`config.mk`:
```
export PLATFORM = sky130hd
export DESIGN_NAME = reg_share_arb_flat
export DESIGN_NICKNAME = d
export VERILOG_FILES = /design/src/rtl/reg_share_arb_if.sv /design/src/rtl/reg_share_arb.sv /design/src/flat_wrapper.sv
export SDC_FILE = /design/constraint.sdc
export NUM_CORES = 1
export LEC_CHECK = 0
export BUFFER_PORTS_ARGS = -buffer_cell sky130_fd_sc_hd__buf_2
export CORE_ASPECT_RATIO = 0.7
export CORE_MARGIN = 2
export CORE_UTILIZATION = 43
export DETAILED_ROUTE_END_ITERATION = 12
export GPL_TIMING_DRIVEN = 0
export HOLD_SLACK_MARGIN = 0.12
export PLACE_DENSITY = 0.74
export SLEW_MARGIN = 10
export SYNTH_ARGS = -nofsm -noshare
export SYNTH_HDL_FRONTEND = slang
export SYNTH_SLANG_ARGS = --single-unit
export TNS_END_PERCENT = 100
```
`constraint.sdc`:
```
create_clock -name clk -period 5.1 [get_ports clk]
set_input_delay 1.02 -clock clk [delete_from_list [all_inputs] [get_ports clk]]
set_output_delay 1.02 -clock clk [all_outputs]
set_load 0.01 [all_outputs]
```
`src/rtl/reg_share_arb_if.sv`:
```
// Write-request and shared-register bus between N requesters and reg_share_arb.
// The master side drives requests/locks/data; the slave (arbiter) drives grant and register state.
interface reg_share_arb_if #(
  parameter int W = 8,
  parameter int N = 4
);
  localparam int LW = (N > 1) ? $clog2(N) : 1;

  logic [N-1:0]   req;
  logic [N-1:0]   lock;
  logic [N*W-1:0] wdata;
  logic [N-1:0]   gnt;
  logic [W-1:0]   q;
  logic [LW-1:0]  q_src;
  logic           q_valid;

  modport master (
    output req, lock, wdata,
    input  gnt, q, q_src, q_valid
  );

  modport slave (
    input  req, lock, wdata,
    output gnt, q, q_src, q_valid
  );
endinterface

```
`src/rtl/reg_share_arb.sv`:
```
// Round-robin arbiter, sole writer of a shared W-bit register; req->q latency 2 edges, locked bursts up to MAX_HOLD.
// No backpressure: a requester holds req until granted; a req dropped while granted releases without a write.
module reg_share_arb #(
  parameter int W        = 8,
  parameter int N        = 4,
  parameter int MAX_HOLD = 4
) (
  input  logic           clk,
  input  logic           rst,
  reg_share_arb_if.slave bus
);
  localparam int LW = (N > 1) ? $clog2(N) : 1;
  localparam int HW = (MAX_HOLD > 1) ? $clog2(MAX_HOLD) : 1;
  localparam logic [HW-1:0] HOLD_LAST = HW'(MAX_HOLD - 1);
  localparam logic [N-1:0]  ONE       = {{(N-1){1'b0}}, 1'b1};

  typedef enum logic {IDLE, GRANT} state_t;

  state_t        state;
  logic [LW-1:0] ptr;
  logic [LW-1:0] cur;
  logic [LW-1:0] pick;
  logic [HW-1:0] hold_cnt;
  logic          cur_req;
  logic          cur_lock;
  logic [W-1:0]  cur_dat;

  // Scan from the farthest offset down so the nearest requester after ptr wins.
  always_comb begin
    pick = ptr;
    for (int k = N - 1; k >= 0; k--) begin
      if (bus.req[ptr + LW'(k)]) pick = ptr + LW'(k);
    end
  end

  assign cur_req  = bus.req[cur];
  assign cur_lock = bus.lock[cur];
  assign cur_dat  = bus.wdata[cur*W +: W];

  always_ff @(posedge clk or negedge rst) begin
    if (!rst) begin
      state       <= IDLE;
      ptr         <= '0;
      cur         <= '0;
      hold_cnt    <= '0;
      bus.gnt     <= '0;
      bus.q       <= '0;
      bus.q_src   <= '0;
      bus.q_valid <= 1'b0;
    end else begin
      case (state)
        IDLE: begin
          bus.q_valid <= 1'b0;
          if (|bus.req) begin
            bus.gnt  <= ONE << pick;
            cur      <= pick;
            hold_cnt <= '0;
            state    <= GRANT;
          end
        end
        GRANT: begin
          bus.q_valid <= cur_req;
          if (cur_req) begin
            bus.q     <= cur_dat;
            bus.q_src <= cur;
          end
          if (cur_req && cur_lock && (hold_cnt < HOLD_LAST)) begin
            hold_cnt <= hold_cnt + 1'b1;
          end else begin
            // Pointer moves past the grantee even when it withdrew without writing.
            bus.gnt  <= '0;
            ptr      <= cur + 1'b1;
            hold_cnt <= '0;
            state    <= IDLE;
          end
        end
        default: state <= IDLE;
      endcase
    end
  end
endmodule

```
`src/flat_wrapper.sv`:
```
// flat-port wrapper written by rule: the top's interface ports become plain ports
module reg_share_arb_flat 
#(
  parameter int W        = 8,
  parameter int N        = 4,
  parameter int MAX_HOLD = 4
)
  (clk, rst, bus_req, bus_lock, bus_wdata, bus_gnt, bus_q, bus_q_src, bus_q_valid);
  reg_share_arb_if #(.W(W), .N(N)) bus_i ();
  input  logic clk;
  input  logic rst;
  input wire logic [$bits(bus_i.req)-1:0] bus_req;
  input wire logic [$bits(bus_i.lock)-1:0] bus_lock;
  input wire logic [$bits(bus_i.wdata)-1:0] bus_wdata;
  output wire logic [$bits(bus_i.gnt)-1:0] bus_gnt;
  output wire logic [$bits(bus_i.q)-1:0] bus_q;
  output wire logic [$bits(bus_i.q_src)-1:0] bus_q_src;
  output wire logic [$bits(bus_i.q_valid)-1:0] bus_q_valid;
  assign bus_i.req = bus_req;
  assign bus_i.lock = bus_lock;
  assign bus_i.wdata = bus_wdata;
  assign bus_gnt = bus_i.gnt;
  assign bus_q = bus_i.q;
  assign bus_q_src = bus_i.q_src;
  assign bus_q_valid = bus_i.q_valid;
  reg_share_arb #(.W(W), .N(N), .MAX_HOLD(MAX_HOLD)) u_core (.clk(clk), .rst(rst), .bus(bus_i));
endmodule
```
* After elaboration in Yosys (flattened, before gate mapping) *
Cells that the tools add are included.

word-level totals
  register bits after elaboration = 22
  latch bits = 0
  bits in writable memories = 0
  memory bits (read-only) = 0
  bits of input ports = 42
  memories kept = 0

cells by class
  $add $sub $neg = 5
  multiply operators = 0
  divide/modulo/power cells = 0
  order comparisons = 6
  equality and inequality tests = 2
  shift operators = 2
  mux-type cells = 26
  bitwise gates (word level) = 2
  reduce and logical (&&, ||, !) cells = 7

operators by type and width
  operator                                                count
  indexed part select 32 x 6 -> 8 bit                     1
  < comparator 2 x 3 -> 1 bit (second input constant)     5
  binary-select mux 1 bit (select 2 bit)                  6
  2-to-1 mux 2 bit                                        6
  2-to-1 mux 1 bit                                        8
  2-to-1 mux 4 bit                                        2
  one-hot mux 4 bit (2 select lines)                      1
  AND reduction 2 bit                                     4
  adder 2 x 1 -> 2 bit (second input constant)            3
  adder 2 bit (second input constant)                     2
  one-hot mux 1 bit (2 select lines)                      2
  one-hot mux 2 bit (2 select lines)                      1
  OR reduction 4 bit                                      1
  left shift 1 x 2 -> 4 bit (first input constant)        1
  logical AND 1 bit                                       2
  < comparator 2 bit (second input constant)              1
  inequality test 2 x 1 -> 1 bit (second input constant)  1
  inequality test 2 bit (second input constant)           1
  inverter 1 bit                                          2

* Logic depth before layout (Yosys ltp) *
Gate-level depths: netlist of run 1.

  depth after elaboration = 10
  gate-level depth with buffers = 5
  depth with buffers taken out = 5

* Least setup slack after synthesis of run 1 *
OpenSTA, ideal clock, no wires.

  kind = input to register
  from = input bus_req[3]
  to = register u_core.bus.q[0]
  arrival time = 2.101 ns
  required time = 4.975 ns
  setup slack = 2.874 ns
  cell stages on the path = 4
  path buffers = 1
  cell sequence = mux4_2 -> nand2_1 -> buf_6 -> mux2_2

between the ends
  longest elaborated chain between the ends = 3

RTL lines
  what                                    line                    text
  from (decl)                             flat_wrapper.sv:12      input wire logic [$bits(bus_i.req)-1:0] bus_req;
  binary-select mux 1 bit (select 2 bit)  reg_share_arb.sv:36     assign cur_req = bus.req[cur];
  2-to-1 mux 1 bit (implied by the code)  reg_share_arb.sv:36
  AND reduction 2 bit (no line)           --
  to (signal assigned)                    reg_share_arb.sv:64     bus.q <= cur_dat;
  to (decl)                               reg_share_arb_if.sv:24  output gnt, q, q_src, q_valid

Every way passes these cells. The select of a mux whose other input is x is not followed.
A chain may end at the register's enable or synchronous reset.

* Worst setup path in the final report of run 1 *
  from = input bus_req[3]
  to = register u_core.bus.q[1]

Same word-level chain as after synthesis.

==> impl_metrics.py, run 1 <==
metrics = {
    "sta": {
        "skew_ns": 0.003864,
        "slew_headroom_pct": 62.13,
        "worst_slack_ns": 2.928,
        "setup_tns_ns": 0,
        "rsz0062_at_grt": "no",
        "final_max_slew_viol_count": 0,
        "period_minus_slack_ns": 2.172,
        "setup_viol": 0,
        "worst_pin_slew_ns": 0.5681,
        "finalHoldViolCount": 0,
        "finalHoldWorstSlack_ns": 0.4963,
        "max_freq_ghz": 0.4603,
        "period_share_pct": 42.60,
    },
    "power": {
        "p_switching_mw": 0.3535,
        "switching_share_pct": 36.73,
        "pwr-share-comb_pct": 54.8,
        "p_int_mw": 0.6090,
        "clockPowerShare_pct": 12.8,
        "ir_worst_vdd_v": 0.0002651,
        "p_seq_share_pct": 32.4,
        "power.leakage_nw": 0.8017,
        "pwr_density_cell_nw_per_um2": 584.5,
    },
    "grt": {
        "grtUsageMet2_pct": 32.69,
        "grt_pass1_wl_um": 4795,
        "grt_util_met1_pct": 23.75,
        "track_usage_pct": 19.33,
        "grt_max_degree": 23,
        "met3_usage_pct": 6.005,
        "grt_pass1_vias": 1028,
        "grt_overflow_total": 0,
        "grt_busiest_layer": "met2",
        "antenna_found_initial": 0,
    },
    "logic_synthesis": {
        "synth_most_common_cell": "dfrtp_1",
        "yosysTopAreaCellShare_pct": 43.48,
        "ys.flop_type": "dfrtp_1",
        "syn-cell-area_um2": 1266,
        "syn-num-nets": 139,
        "yosysTopAreaCell": "dfrtp_1",
        "synthArstFlopShare_pct": 100.0,
        "syn_inst": 96,
        "synth_commonest_cells": "dfrtp_1 (22), mux2_2 (10), mux4_2 (8)",
        "synth_area_per_cell_um2": 13.19,
        "synth_seq_cells": 22,
        "synth_edf_count": 0,
        "ys_types": 35,
        "netlist_top_cells_area": "dfrtp_1 (43%), mux4_2 (14%), mux2_2 (8.9%), mux2i_1 (2.4%), mux4_1 (2.1%)",
        "yosys_warnings": 0,
        "ys_seq_area_share_pct": 43.48,
    },
    "cts": {
        "clock_sinks": 22,
        "clkLatencyLatePin_ns": 0.26,
        "numCtsBuffers": 3,
        "post_cts_resized": 0,
        "htree_num_levels": 1,
        "cts_hold_buffers": 0,
        "cts_buffer_depth": 2,
        "post_cts_buffers": 0,
        "cts_root_buf": "clkbuf_8",
        "cts_tree": "done",
        "clk_pin_slew_worst_paths_ns": 0.08,
    },
    "min_path": {
        "min_path_type": "flop to flop",
    },
    "setup_path": {
        "worstSetupPathType": "input pin to flop",
        "cp_data_required_time_ns": 5.25,
        "critPathArrivalTime_ns": 2.32,
        "critPathMaxFanout": 10,
        "end_kind": "flop",
        "startpoint_type": "input pin",
    },
    "detailed_routing": {
        "drc": 0,
        "dr_total_vias": 1005,
        "routedWlPerCell_um": 14.84,
        "dr.pass1.iters": 4,
        "post_drt_via_cell_ratio": 5.234,
        "antenna_left": 0,
        "wirelength_um": 2850,
        "drtIter0Drc": 51,
    },
    "outcome": {
        "outcome": "complete, no violations",
    },
    "final_layout": {
        "postLayoutCellArea_um2": 1647,
        "fillers": 254,
        "area_delta_synth_final_pct": 30.04,
        "drive_above_1_share_pct": 57.69,
        "n_antenna_cell": 0,
        "utilization_pct": 58.75,
        "nets": 200,
    },
    "placed_design": {
        "place_area_um2": 1592,
        "io_buffers": 56,
        "place_ws_ns": 2.642,
        "dpl.hpwl_um": 2259,
        "gp_congestion": 0.6956,
    },
    "floorplanning": {
        "dieArea_um2": 3402,
        "rows": 16,
        "die_w_um": 68.86,
        "start_util_pct": 45.18,
        "die_h_um": 49.40,
        "ios": 57,
        "core_region_area_um2": 2803,
    },
    "job": {
        "drv_cap": 0,
    },
}
[sequential cells by signal, indices dropped and copies added (netlist names)]
signal              flops
u_core.hold_cnt         2
u_core.bus.q            8
u_core.state            1
u_core.bus.q_valid      1
u_core.bus.q_src        2
u_core.cur              2
u_core.ptr              2
u_core.bus.gnt          4
[per-stage QoR]
step                power, mW  std cells
floorplan              0.6926         96
global placement       0.8197        188
detailed placement     0.8446        188
CTS                    0.9733        192
global route            1.041        192
finish                 0.9625        192
[routing by layer]
| layer | routed length, um | vias to the layer above | part of all wire, % |
|---|---|---|---|
| li1 | - | 483 | - |
| met1 | 1209 | 490 | 42 |
| met2 | 1440 | 28 | 51 |
| met3 | 177 | 4 | 6.2 |
| met4 | 23 | 0 | 0.81 |
| met5 | 0 | - | 0 |
[kinds of logic (layout without fill, tap and decap cells)]
group                      Yosys count  count (layout)  synth area share [%]
AOI/OAI and AO/OA                   20              20                 12.45
xor gates and xnor gates             1               1                0.6918
adders and majority gates            1               1                0.9880
buffers and inverters                8              68                 3.754
DFF                                 22              22                 43.48
muxes                               23              23                 28.76
and+or+nand+nor                     21              21                 9.883
[layout by cell type, fill, tap and decap left out, types with 2 or more instances in the layout]
cell type / n
o22a_1: 2
clkbuf_8: 4
nand2b_1: 3
mux4_2: 8
dfrtp_1: 22
clkbuf_1: 2
mux2i_1: 3
or2_2: 3
o21ai_0: 2
inv_1: 2
buf_2: 57
nand2_1: 7
nor2_1: 2
buf_6: 2
mux2_2: 10
a21oi_1: 4
o22ai_1: 3
o2bb2ai_1: 2
[critical path: stages]
cell and delay [ns]:
buf_2 0.13, mux4_2 0.53, nand2_1 0.13, buf_6 0.16, mux2_2 0.35
[final timing paths]
kind	from	end	slack, ns	cells past startpoint
setup / recovery	bus_req[3]	u_core.bus.q[1]	2.93	5
hold / removal	u_core.hold_cnt[0]	u_core.hold_cnt[0]	0.50	1
setup reg to reg	u_core.cur[1]	u_core.bus.q[1]	3.22	4
hold reg to reg	u_core.hold_cnt[0]	u_core.hold_cnt[0]	0.50	1
max in group asynchronous	rst	u_core.ptr[1]	4.07	1
min in group asynchronous	rst	u_core.bus.q[4]	0.70	1
[final cells by class]
| type | instances | area [um2] | share of cell area, % |
|---|---|---|---|
| multi-input combinational | 66 | 668.1 | 40.58 |
| clock buffer | 4 | 55.05 | 3.343 |
| buffer | 6 | 40.04 | 2.432 |
| sequential | 22 | 550.5 | 33.43 |
| timing repair buffer | 56 | 280.3 | 17.02 |
| inverter | 2 | 7.507 | 0.4559 |
| tap | 36 | 45.04 | 2.736 |
[power by group through the flow]
stage          sequential, mW  clock, mW  combinational, mW
2_1_floorplan           0.336          0              0.357
3_3_place_gp            0.307          0              0.513
3_5_place_dp            0.314          0              0.530
4_1_cts                 0.311      0.127              0.535
5_1_grt                 0.324      0.135              0.582
6_report                0.312      0.123              0.527
Power figures use the tool's default switching activity.
==> inputs of run 2 (changes only) <==
==> constraint.sdc (replaced) <==
create_clock -name clk -period 2 [get_ports clk]
set_input_delay 0.4 -clock clk [delete_from_list [all_inputs] [get_ports clk]]
set_output_delay 0.4 -clock clk [all_outputs]
set_load 0.01 [all_outputs]
==> run 2 against run 1 <==
Clock skew increased by 0.0022 ns. Clock-buffer cell count is the same. Wire length grew 0.56%. Core utilization rose by 0.40 points. Sequential share of layout area is 0.23 points lower. Register-to-register slack got worse by 3.0 ns. Die area is the same. Global-route usage about the same. Clock power grew to 2.6 times the previous value. Hold slack about the same. Critical path type is now flop to flop. Critical endpoint unchanged. Largest cell class unchanged. Highest routed layer unchanged.
==> impl_metrics.py, run 2 (synthesis results as in run 1) <==
metrics = {
    "detailed_routing": {
        "drtIter0Drc": 43,
        "dr.pass1.iters": 4,
        "wl_met1_um": 1221,
        "wirelength_um": 2866,
        "post_drt_via_cell_ratio": 5.249,
        "dr_wl_met3_um": 177,
        "dr_total_vias": 1013,
        "routedWlPerCell_um": 14.85,
        "antenna_left": 0,
        "top_layer_used": "met4",
        "drc": 0,
        "dr_wl_met2_um": 1444,
    },
    "placed_design": {
        "place_ws_ns": 0.1395,
        "dpl.hpwl_um": 2259,
        "io_buffers": 56,
        "gp_congestion": 0.6956,
    },
    "sta": {
        "finalHoldViolCount": 0,
        "period_minus_slack_ns": 1.778,
        "setup_viol": 0,
        "final_max_slew_viol_count": 0,
        "max_freq_ghz": 0.5624,
        "setup_tns_ns": 0,
        "finalHoldWorstSlack_ns": 0.4962,
        "worst_pin_slew_ns": 0.4824,
        "rsz0062_at_grt": "no",
        "skew_ns": 0.006075,
        "worst_slack_ns": 0.2219,
        "period_share_pct": 88.91,
        "slew_headroom_pct": 67.84,
    },
    "job": {
        "drv_cap": 0,
    },
    "setup_path": {
        "startpoint_type": "flop",
        "max_stage_delay_ns": 0.42,
        "worstSetupPathType": "flop to flop",
        "cp_data_required_time_ns": 2.15,
        "path_buf_inv": 2,
        "path_cells": "clkbuf_1 -> mux4_2 -> nand2_1 -> buf_6 -> mux2_2",
        "end_kind": "flop",
        "reg2reg_slack_ns": 0.22,
        "critPathArrivalTime_ns": 1.92,
        "critPathMaxFanout": 10,
        "critPathSlowestCell": "mux4_2",
        "crit_family": "multiplexers",
    },
    "floorplanning": {
        "ios": 57,
        "die_w_um": 68.86,
        "dieArea_um2": 3402,
        "core_region_area_um2": 2803,
        "start_util_pct": 45.18,
        "die_h_um": 49.40,
        "rows": 16,
    },
    "cts": {
        "clock_sinks": 22,
        "htree_num_levels": 1,
        "cts_root_buf": "clkbuf_8",
        "clkLatencyLatePin_ns": 0.26,
        "numCtsBuffers": 3,
        "cts_tree": "done",
        "clk_pin_slew_worst_paths_ns": 0.08,
        "cts_buffer_depth": 2,
    },
    "grt": {
        "antenna_found_initial": 0,
        "grt_max_degree": 23,
        "grt_pass1_vias": 1034,
        "grt_pass1_wl_um": 4809,
        "track_usage_pct": 19.38,
        "grt_overflow_total": 0,
    },
    "outcome": {
        "outcome": "complete, no violations",
    },
    "final_layout": {
        "n_antenna_cell": 0,
        "top_register": "u_core.bus.q",
        "multi_input_area_um2": 668.1,
        "fillers": 252,
        "largest_register_ffs": 8,
        "drive_above_1_share_pct": 57.96,
        "mostFrequentLayoutCells": "buf_2 (57), dfrtp_1 (22), mux2_2 (10)",
        "area_delta_synth_final_pct": 30.93,
        "regArea_um2": 550.5,
        "layout_commonest_cell": "buf_2",
        "top_regs": "u_core.bus.q (8), u_core.bus.gnt (4)",
        "utilization_pct": 59.15,
        "nets": 201,
    },
    "min_path": {
        "min_path_type": "flop to flop",
    },
    "power": {
        "power.leakage_nw": 0.8090,
        "pwr_density_cell_nw_per_um2": 1484,
        "ir_worst_vdd_v": 0.0006765,
    },
}
-- run 2: cell types whose count changed in the layout (fill, tap and decap cells not counted) --
cell           delta
clkbuf_1          -1
clkbuf_2          +1
dlygate4sd3_1     +1
-- run 2: area by class of cell --
| class | instances | area share [%] |
|---|---|---|
| Clock buffer | 4 | 3.321 |
| Multi-Input combinational cell | 66 | 40.30 |
| Tap cell | 36 | 2.717 |
| Inverter | 2 | 0.4528 |
| Buffer | 6 | 2.491 |
| Sequential cell | 22 | 33.21 |
| Timing Repair Buffer | 57 | 17.51 |
-- run 2: stage by stage --
step                instance area [um2]  instances  total power, mW
finish                             1658        193            2.461
global route                       1658        193            2.658
CTS                                1657        193            2.483
detailed placement                 1592        188            2.154
global placement                   1592        188            2.090
floorplan                          1266         96            1.766
-- run 2: metal layers --
metal	global-route usage [%]	vias to the layer above
li1	-	485
met1	23.75	496
met2	32.85	28
met3	6.005	4
met4	4.902	0
met5	0	-
-- run 2: path summary, 6_finish.rpt --
| check | startpoint | end | depth (start not counted) |
|---|---|---|---|
| min in group asynchronous | rst | u_core.bus.q[4] | 2 |
| min | u_core.hold_cnt[0] | u_core.hold_cnt[0] | 1 |
| max in group asynchronous | rst | u_core.ptr[1] | 2 |
| max | u_core.cur[1] | u_core.bus.q[1] | 5 |
| min reg2reg | u_core.hold_cnt[0] | u_core.hold_cnt[0] | 1 |
| max reg2reg | u_core.cur[1] | u_core.bus.q[1] | 5 |
-- run 2: where the power goes --
part / internal, mW / switching (mW) / total, mW
clock: 0.176 / 0.141 / 0.317
sequential: 0.665 / 0.132 / 0.796
combinational: 0.716 / 0.632 / 1.35
total: 1.56 / 0.905 / 2.46
-- run 2: what timing repair did --
action,4_1_cts,5_1_grt
setup endpoints to repair,0,1
hold buffers,1,0
gates resized for setup,0,2
endpoints found under the hold margin,22,0
buffers inserted,0,0
==> inputs of run 3 (changes only) <==
--- a/config.mk
+++ b/config.mk
@@ -7,7 +7,7 @@
 export LEC_CHECK = 0
 export BUFFER_PORTS_ARGS = -buffer_cell sky130_fd_sc_hd__buf_2
 export CORE_ASPECT_RATIO = 0.7
-export CORE_MARGIN = 2
+export CORE_MARGIN = 5
 export CORE_UTILIZATION = 43
 export DETAILED_ROUTE_END_ITERATION = 12
 export GPL_TIMING_DRIVEN = 0
==> run 3 against run 2 <==
Via count is 0.30% lower. Wire length is 3.9% higher. Flip-flop and latch count stayed put. First-iteration DRC count is 77% higher. Sequential power is 1% lower. Critical endpoint is now u_core.bus.q[3]. Total power is 1.6% lower. Global-route usage is 4.2 points lower. Final cell count stayed put. Critical path depth is 1 lower. Register-to-register slack worse by 0.097 ns.
==> impl_metrics.py, run 3 (synthesis results as in run 1) <==
metrics = {
    "detailed_routing": {
        "drc": 0,
        "dr.pass1.iters": 4,
        "routedWlPerCell_um": 15.42,
        "drtIter0Drc": 76,
        "wirelength_um": 2977,
        "post_drt_via_cell_ratio": 5.233,
        "antenna_left": 0,
        "dr_total_vias": 1010,
    },
    "cts": {
        "cts_tree": "done",
        "clock_sinks": 22,
        "numCtsBuffers": 3,
        "cts_buffer_depth": 2,
        "cts_root_buf": "clkbuf_8",
        "htree_num_levels": 1,
        "post_cts_resized": 0,
        "clkLatencyLatePin_ns": 0.26,
        "clk_pin_slew_worst_paths_ns": 0.07,
    },
    "setup_path": {
        "max_stage_delay_ns": 0.48,
        "path_cells": "clkbuf_1 -> clkbuf_1 -> mux4_2 -> mux2_2",
        "startpoint_type": "flop",
        "path_common_cell": "clkbuf_1",
        "r2r-end": "u_core.bus.q[3]",
        "cp_data_required_time_ns": 2.14,
        "critPathSlowestCell": "clkbuf_1",
        "critPathMaxFanout": 10,
        "regToRegStartpoint": "u_core.cur[1]",
        "r2r_cells": 4,
        "worstSetupPathType": "flop to flop",
        "path_buf_inv": 2,
        "reg2reg_slack_ns": 0.12,
        "crit_family": "buffers and inverters",
        "critPathArrivalTime_ns": 2.02,
        "end_kind": "flop",
    },
    "grt": {
        "grt_overflow_total": 0,
        "antenna_found_initial": 0,
        "grt_max_degree": 23,
        "grt_pass1_wl_um": 4899,
        "grt_pass1_vias": 1010,
        "track_usage_pct": 15.14,
    },
    "power": {
        "switching_share_pct": 35.85,
        "ir_worst_vdd_v": 0.0008647,
        "power.leakage_nw": 0.8059,
        "total_power_mw": 2.422,
        "clockPowerShare_pct": 12.6,
        "pwr-share-comb_pct": 54.9,
        "p_switching_mw": 0.8681,
        "pwr_density_cell_nw_per_um2": 1462,
        "p_int_mw": 1.553,
        "p_seq_share_pct": 32.4,
    },
    "sta": {
        "period_minus_slack_ns": 1.876,
        "setup_viol": 0,
        "worst_slack_ns": 0.1245,
        "skew_ns": 0.004707,
        "final_max_slew_viol_count": 0,
        "slew_headroom_pct": 62.83,
        "max_freq_ghz": 0.5332,
        "period_share_pct": 93.78,
        "worst_pin_slew_ns": 0.5575,
        "rsz0062_at_grt": "no",
        "setup_tns_ns": 0,
        "finalHoldViolCount": 0,
    },
    "min_path": {
        "min_to": "u_core.bus.q[6]",
        "min_from": "u_core.bus.q[6]",
        "hold_path_depth": 1,
        "min_path_type": "flop to flop",
    },
    "final_layout": {
        "top_regs": "u_core.bus.q (8), u_core.bus.gnt (4)",
        "drive_above_1_share_pct": 57.32,
        "mostFrequentLayoutCells": "buf_2 (57), dfrtp_1 (22), mux2_2 (10)",
        "largest_register_ffs": 8,
        "regArea_um2": 550.5,
        "multi_input_area_um2": 668.1,
        "top_register": "u_core.bus.q",
        "nets": 201,
        "n_antenna_cell": 0,
        "area_delta_synth_final_pct": 30.83,
        "fillers": 247,
        "layout_commonest_cell": "buf_2",
    },
    "floorplanning": {
        "rows": 16,
        "ios": 57,
        "start_util_pct": 45.18,
        "core_region_area_um2": 2803,
        "dieArea_um2": 4147,
        "die_h_um": 55.40,
        "die_w_um": 74.86,
    },
    "placed_design": {
        "io_buffers": 56,
        "dpl.hpwl_um": 2422,
        "gp_congestion": 0.7811,
        "place_ws_ns": 0.1040,
    },
    "job": {
        "drv_cap": 0,
    },
    "outcome": {
        "outcome": "complete, no violations",
    },
}
## run 3: cell counts in the layout (fill, tap and decap cells not counted)
No cell type changed its count.
## run 3: area by class of cell
| class | instances | area share (%) |
|---|---|---|
| plain buffers | 6 | 2.417 |
| clock buffers | 4 | 3.323 |
| flip-flops and latches | 22 | 33.23 |
| repair buffers | 57 | 17.52 |
| well taps | 36 | 2.719 |
| multi-input cells | 66 | 40.33 |
| inverters | 2 | 0.4532 |
## run 3: timing repair
action | 4_1_cts | 5_1_grt
hold endpoints to repair | 22 | 0
buffers inserted | 0 | 0
hold buffers | 1 | 0
## run 3: worst max path at each step
stage                       start         endpoint  cells after the start
finish              u_core.cur[1]  u_core.bus.q[3]                      4
global route        u_core.cur[1]  u_core.bus.q[3]                      4
CTS                 u_core.cur[1]  u_core.bus.q[3]                      4
detailed placement  u_core.cur[1]  u_core.bus.q[3]                      4
global placement    u_core.cur[1]  u_core.bus.q[4]                      4
floorplan           u_core.cur[0]  u_core.bus.q[0]                      5
## run 3: worst reg2reg max path, cell delays in order, from the launching register on
cell and delay, ns:
dfrtp_1 0.34, clkbuf_1 0.27, clkbuf_1 0.48, mux4_2 0.39, mux2_2 0.28
## run 3: metal layers
metal	wire length [um]	global-route usage, %	vias up
met5	0	0	-
met3	192	4.891	2
li1	-	-	488
met1	1238	19.86	494
met4	8	2.284	0
met2	1538	24.69	26
## run 3: stage by stage
stage	utilization, %	instance area [um2]	cells	hold slack [ns]
after floorplan	-	1266	96	0.1044
after global placement	56.79	1592	188	0.3761
after detailed placement	56.79	1592	188	0.3820
after CTS	59.11	1657	193	0.5038
after global routing	59.11	1657	193	0.5152
final	59.11	1657	193	0.5018
## run 3: power groups by stage
| stage | logic (mW) | registers (mW) | clock network (mW) |
|---|---|---|---|
| 5_1_grt | 1.46 | 0.816 | 0.337 |
| 3_5_place_dp | 1.35 | 0.793 | 0 |
| 3_3_place_gp | 1.31 | 0.781 | 0 |
| 4_1_cts | 1.36 | 0.787 | 0.318 |
| 2_1_floorplan | 0.910 | 0.856 | 0 |
| 6_report | 1.33 | 0.785 | 0.306 |
